--- src/rtl/cache_control.sv ---
// Control sequencer for a 2-way set-associative, write-back, write-allocate L1 cache.
// It resolves hits in IDLE, writes back a dirty victim, fills the line and keeps saturating event counters.
module cache_control #(
    parameter int CNT_WIDTH = 16
) (
    input  logic                 clk,
    input  logic                 reset,
    input  logic                 mem_read,
    input  logic                 mem_write,
    output logic                 mem_resp,
    output logic                 pmem_read,
    output logic                 pmem_write,
    input  logic                 pmem_resp,
    input  logic                 hit,
    input  logic                 hit2_out,
    input  logic                 valid1_out,
    input  logic                 valid2_out,
    input  logic                 dirty1_out,
    input  logic                 dirty2_out,
    input  logic                 lru_out,
    output logic                 load_tag1,
    output logic                 load_tag2,
    output logic                 load_valid1,
    output logic                 load_valid2,
    output logic                 load_data1,
    output logic                 load_data2,
    output logic                 load_dirty1,
    output logic                 load_dirty2,
    output logic                 load_lru,
    output logic                 valid1_in,
    output logic                 valid2_in,
    output logic                 dirty1_in,
    output logic                 dirty2_in,
    output logic                 lru_in,
    output logic                 writemux1_sel,
    output logic                 writemux2_sel,
    output logic                 pmem_write_sel,
    output logic                 pmem_sel,
    output logic [CNT_WIDTH-1:0] hit_count,
    output logic [CNT_WIDTH-1:0] miss_count,
    output logic [CNT_WIDTH-1:0] wb_count
);

    typedef enum logic [1:0] {
        S_IDLE,
        S_WRITEBACK,
        S_FILL
    } state_t;

    state_t r_state;
    state_t w_state_next;
    logic   r_victim;
    logic   r_post_fill;
    logic   w_req;
    logic   w_victim_dirty;
    logic [2:0] w_evt;                    // {wb, miss, hit} count enables
    logic [CNT_WIDTH-1:0] w_cnt [3];

    assign w_req          = mem_read | mem_write;
    assign w_victim_dirty = lru_out ? (valid2_out & dirty2_out) : (valid1_out & dirty1_out);

    always_comb begin
        w_state_next   = r_state;
        w_evt          = '0;
        mem_resp       = 1'b0;
        pmem_read      = 1'b0;
        pmem_write     = 1'b0;
        load_tag1      = 1'b0;
        load_tag2      = 1'b0;
        load_valid1    = 1'b0;
        load_valid2    = 1'b0;
        load_data1     = 1'b0;
        load_data2     = 1'b0;
        load_dirty1    = 1'b0;
        load_dirty2    = 1'b0;
        load_lru       = 1'b0;
        valid1_in      = 1'b0;
        valid2_in      = 1'b0;
        dirty1_in      = 1'b0;
        dirty2_in      = 1'b0;
        lru_in         = 1'b0;
        writemux1_sel  = 1'b0;
        writemux2_sel  = 1'b0;
        pmem_write_sel = 1'b0;
        pmem_sel       = 1'b0;
        // Outputs are held low while reset is asserted so nothing reaches the arrays or pmem.
        if (!reset) begin
            case (r_state)
                S_IDLE: begin
                    if (w_req && hit) begin
                        mem_resp = 1'b1;
                        load_lru = 1'b1;
                        lru_in   = ~hit2_out;
                        if (mem_write) begin
                            if (hit2_out) begin
                                load_data2    = 1'b1;
                                writemux2_sel = 1'b1;
                                load_dirty2   = 1'b1;
                                dirty2_in     = 1'b1;
                            end else begin
                                load_data1    = 1'b1;
                                writemux1_sel = 1'b1;
                                load_dirty1   = 1'b1;
                                dirty1_in     = 1'b1;
                            end
                        end
                        w_evt[0] = ~r_post_fill;
                    end else if (w_req) begin
                        w_evt[1] = 1'b1;
                        if (w_victim_dirty) begin
                            w_evt[2]     = 1'b1;
                            w_state_next = S_WRITEBACK;
                        end else begin
                            w_state_next = S_FILL;
                        end
                    end
                end
                S_WRITEBACK: begin
                    pmem_write     = 1'b1;
                    pmem_sel       = 1'b1;
                    pmem_write_sel = r_victim;
                    if (pmem_resp) begin
                        w_state_next = S_FILL;
                    end
                end
                S_FILL: begin
                    pmem_read = 1'b1;
                    if (pmem_resp) begin
                        if (r_victim) begin
                            load_data2  = 1'b1;
                            load_tag2   = 1'b1;
                            load_valid2 = 1'b1;
                            valid2_in   = 1'b1;
                            load_dirty2 = 1'b1;
                        end else begin
                            load_data1  = 1'b1;
                            load_tag1   = 1'b1;
                            load_valid1 = 1'b1;
                            valid1_in   = 1'b1;
                            load_dirty1 = 1'b1;
                        end
                        w_state_next = S_IDLE;
                    end
                end
                default: w_state_next = S_IDLE;
            endcase
        end
    end

    always_ff @(posedge clk) begin
        if (reset) begin
            r_state     <= S_IDLE;
            r_victim    <= 1'b0;
            r_post_fill <= 1'b0;
        end else begin
            r_state     <= w_state_next;
            // The hit that completes a miss right after the fill is not a new hit event.
            r_post_fill <= (r_state == S_FILL) && pmem_resp;
            if (w_evt[1]) begin
                r_victim <= lru_out;
            end
        end
    end

    genvar gi;
    generate
        for (gi = 0; gi < 3; gi++) begin : g_cnt
            logic [CNT_WIDTH-1:0] r_cnt;
            always_ff @(posedge clk) begin
                if (reset) begin
                    r_cnt <= '0;
                end else if (w_evt[gi] && (r_cnt != {CNT_WIDTH{1'b1}})) begin
                    r_cnt <= r_cnt + CNT_WIDTH'(1);
                end
            end
            assign w_cnt[gi] = r_cnt;
        end
    endgenerate

    assign hit_count  = w_cnt[0];
    assign miss_count = w_cnt[1];
    assign wb_count   = w_cnt[2];

endmodule
--- config.mk ---
export PLATFORM = sky130hd
export DESIGN_NAME = cache_control
export DESIGN_NICKNAME = d
export VERILOG_FILES = /design/src/rtl/cache_control.sv
export SDC_FILE = /design/constraint.sdc
export NUM_CORES = 1
export LEC_CHECK = 0
export CAP_MARGIN = 25
export CELL_PAD_IN_SITES_DETAIL_PLACEMENT = 0
export CELL_PAD_IN_SITES_GLOBAL_PLACEMENT = 2
export CORE_ASPECT_RATIO = 1.25
export CORE_UTILIZATION = 27
export CTS_CLUSTER_DIAMETER = 120
export CTS_CLUSTER_SIZE = 20
export DETAILED_ROUTE_END_ITERATION = 7
export GPL_TIMING_DRIVEN = 0
export PLACE_DENSITY = 0.81
export SETUP_SLACK_MARGIN = 0.05
export SLEW_MARGIN = 20
export SYNTH_ARGS = -nofsm -noshare
export SYNTH_HDL_FRONTEND = slang
export SYNTH_SLANG_ARGS = --single-unit
--- constraint.sdc ---
create_clock -name clk -period 2.8 [get_ports clk]
set_input_delay 0.42 -clock clk [delete_from_list [all_inputs] [get_ports clk]]
set_output_delay 0.42 -clock clk [all_outputs]
set_load 0.02 [all_outputs]
==> run summary <==
fin crit period = 2670 ps
n_diodes = 0
core area = 9710 sq um
most frequent cell after synthesis = dfxtp_1
first-pass GRT wire length = 12.6 mm
Main synth FF type = dfxtp_1
YS warnings = 0
Worst EP required = 2380 ps
status = completed
clk sinks = 52
starting density of the core = 0.282
CP Max Fanout = 9
Max Cap Viol = 0
Crit Reg-Reg Endpoint = miss_count[1]
CP bufs+invs = 3
Fmax = 374 MHz
M3 GR Usage = 0.0325
root buffer cell = clkbuf_16
area delta synth->final = 42.2%
DRT iter0 DRCs = 58
Worst Clk Skew = 6.42 ps
Post-DRT Antenna Nets = 0
power per cell area = 407 nW/um^2
hold worst-path end = hit_count[1]
Mapped Area = 2730 sq um
Most Crowded Layer GR = met2
Worst VDD drop = 207 uV
DR WL/cell = 14.2 um
initial antenna violation count = 0
worst r2r src = miss_count[0]
Slowest Stage Delay on Critical Path = 470 ps
Reg2Reg Setup Slack = 420 ps
cells on worst reg2reg path = 7
share of cells above drive strength 1 = 0.102
net count after synthesis = 343
Seq/Total Area, Yosys = 0.381
clock latency on the worst-skew pair = 290 ps
largest net degree at the start of global routing = 15
layout filler cell count = 1,041
CTS tree = yes
final HPWL from detailed placement = 5.74 mm
number of library cell types mapped by synthesis = 49
Synth area leader = dfxtp_1
Setup Viol. Count Final = 0
Slew Viols, Final = 0
crit path DAT = 2250 ps
Slowest-stage cell, CP = or3b_2
Mean Syn Cell Area = 8.33 sq um
io pins = 81
vias = 2,702
DRC errors left = 0
crit end category = output pin
Nets = 429
critical path startpoint category = register
All-Layer GR Usage = 0.151
routability cong. = 0.743
hold path depth = 2
Row Count = 40
number of global-route vias before repair = 2,544
Hold Buf Count CTS = 0
count of final hold-check violations = 0
crit path cell chain = buf_6, or3b_4, or3b_2, nor2_1, buf_4, dlygate4sd2_1
asr flop ratio synth = 0
fin crit share = 0.954
M1 GR Usage = 0.188
Tightest Hold Check Type = reg2reg
RSZ-0062 raised after global routing = no
Vias per Instance = 5.01
Area contributors post-synth = dfxtp_1, nor2_1, xnor2_1
number of cells on the critical path = 6
Num CTS Buffers = 5
Pre-antenna DRT Iters = 4
chip width = 92 um
H-Tree Depth = 2
post-layout util = 0.401
Routed WL = 7.68 mm
Slew headroom = 0.407
Post-Syn Instances = 328
total power draw = 1.58 mW
Post-synth EDFFs = 0
met2 GRT Util = 0.253
FF+latch count, synth = 52
IO buf count = 80
CTS Buffer Depth = 2
Yosys top cell area share = 0.381
delay-heaviest family, CP = simple AND/OR/NAND/NOR gates
min-delay src = hit_count[1]
Crit Path Category = reg2out
Congestion Overflow GR = 0
Die ar. = 10,500 sq um
Die Y = 115 um
Tightest Pin Transition = 881 ps
clock-pin slew on the worst setup and hold paths = 70 ps
Lkg Pwr = 1.42 nW
most instantiated cells after synthesis = dfxtp_1, nor2_1, nand3_1
-- power breakdown --
group | internal [mW] | switching, mW
Sequential | 0.746 | 0.00921
Clock | 0.412 | 0.269
Combinational | 0.0642 | 0.0814
Total | 1.22 | 0.359
-- registers in the layout, indices dropped and copies added (netlist names) --
| name | count |
|---|---|
| r_post_fill | 1 |
| hit_count | 16 |
| miss_count | 16 |
| r_victim | 1 |
| wb_count | 16 |
| r_state | 2 |
-- cells in the final DEF, fill, tap and decap left out, drive strengths merged, types with 3 or more instances in the layout --
cell           Yosys  routed
nand3             22      22
inv                4       4
nor2              46      46
xnor2             16      16
dlymetal6s2s       0       4
or3                6       6
xor2              14      14
nor3              15      15
dfxtp             52      52
and3              10      10
and4               7       7
ha                 3       3
mux2i              3       3
nand4             20      20
dlygate4sd2        0       4
clkdlybuf4s50      0      69
nand2             17      17
and2               6       6
o31ai              4       4
nor4               8       8
or4                4       4
o21ai             11      11
a21oi             12      12
buf               16      17
clkbuf             7      12
-- what timing repair did --
action,CTS,global route
setup buffers,0,0
gates resized for setup,26,6
hold endpoints to repair,0,0
pin swaps,1,1
endpoints found under the setup margin,18,6
-- worst reg2reg max path, cell delays in order, from the launching register on --
cell	delay (ps)
dfxtp_1	420
ha_1	260
nand4_1	210
or4b_1	510
clkbuf_1	210
o21ai_2	390
mux2i_1	230
nor2_1	50
-- layout make-up --
type                    instances  area [sq um]  share of cell area
multi-input cells             249          1570               0.403
flip-flops and latches         52          1040               0.268
repair buffers                 80           797               0.205
well taps                     126           158              0.0405
plain buffers                  22           155              0.0399
clock buffers                   5           125              0.0322
clock inverters                 1          30.0             0.00772
inverters                       4          15.0             0.00386
-- stage by stage --
stage	setup slack [ps]	hold slack, ps	std cells	setup TNS (ps)	cell area, sq um
after global routing	63.1	528	539	0	3890
after floorplan	76.4	496	328	0	2730
after CTS	62.5	498	539	0	3880
after global placement	-834	490	534	-5150	3690
after detailed placement	-819	489	534	-5560	3690
final	129	492	539	0	3890
-- how the worst max path moves through the flow --
stage,from,end,slack (ps)
2_1_floorplan,r_state[0],load_dirty1,80
3_3_place_gp,hit,load_dirty1,-830
3_5_place_dp,hit,load_dirty1,-820
4_1_cts,reset,load_valid2,60
5_1_grt,reset,load_valid1,60
6_report,r_state[1],writemux1_sel,130
-- cell families after synthesis --
family,Yosys count,share of synthesized area
DFF,52,0.381
xor gates and xnor gates,30,0.0961
muxes,3,0.0110
adders and majority gates,3,0.0137
AOI/OAI and AO/OA,41,0.0979
and+or+nand+nor,172,0.340
buffers and inverters,27,0.0604
-- routing by layer --
metal / up-vias / wire [um]
li1: 1352 / -
met1: 1287 / 3550
met2: 56 / 3700
met3: 7 / 314
met4: 0 / 114
met5: - / 0
Power figures use the tool's default switching activity.
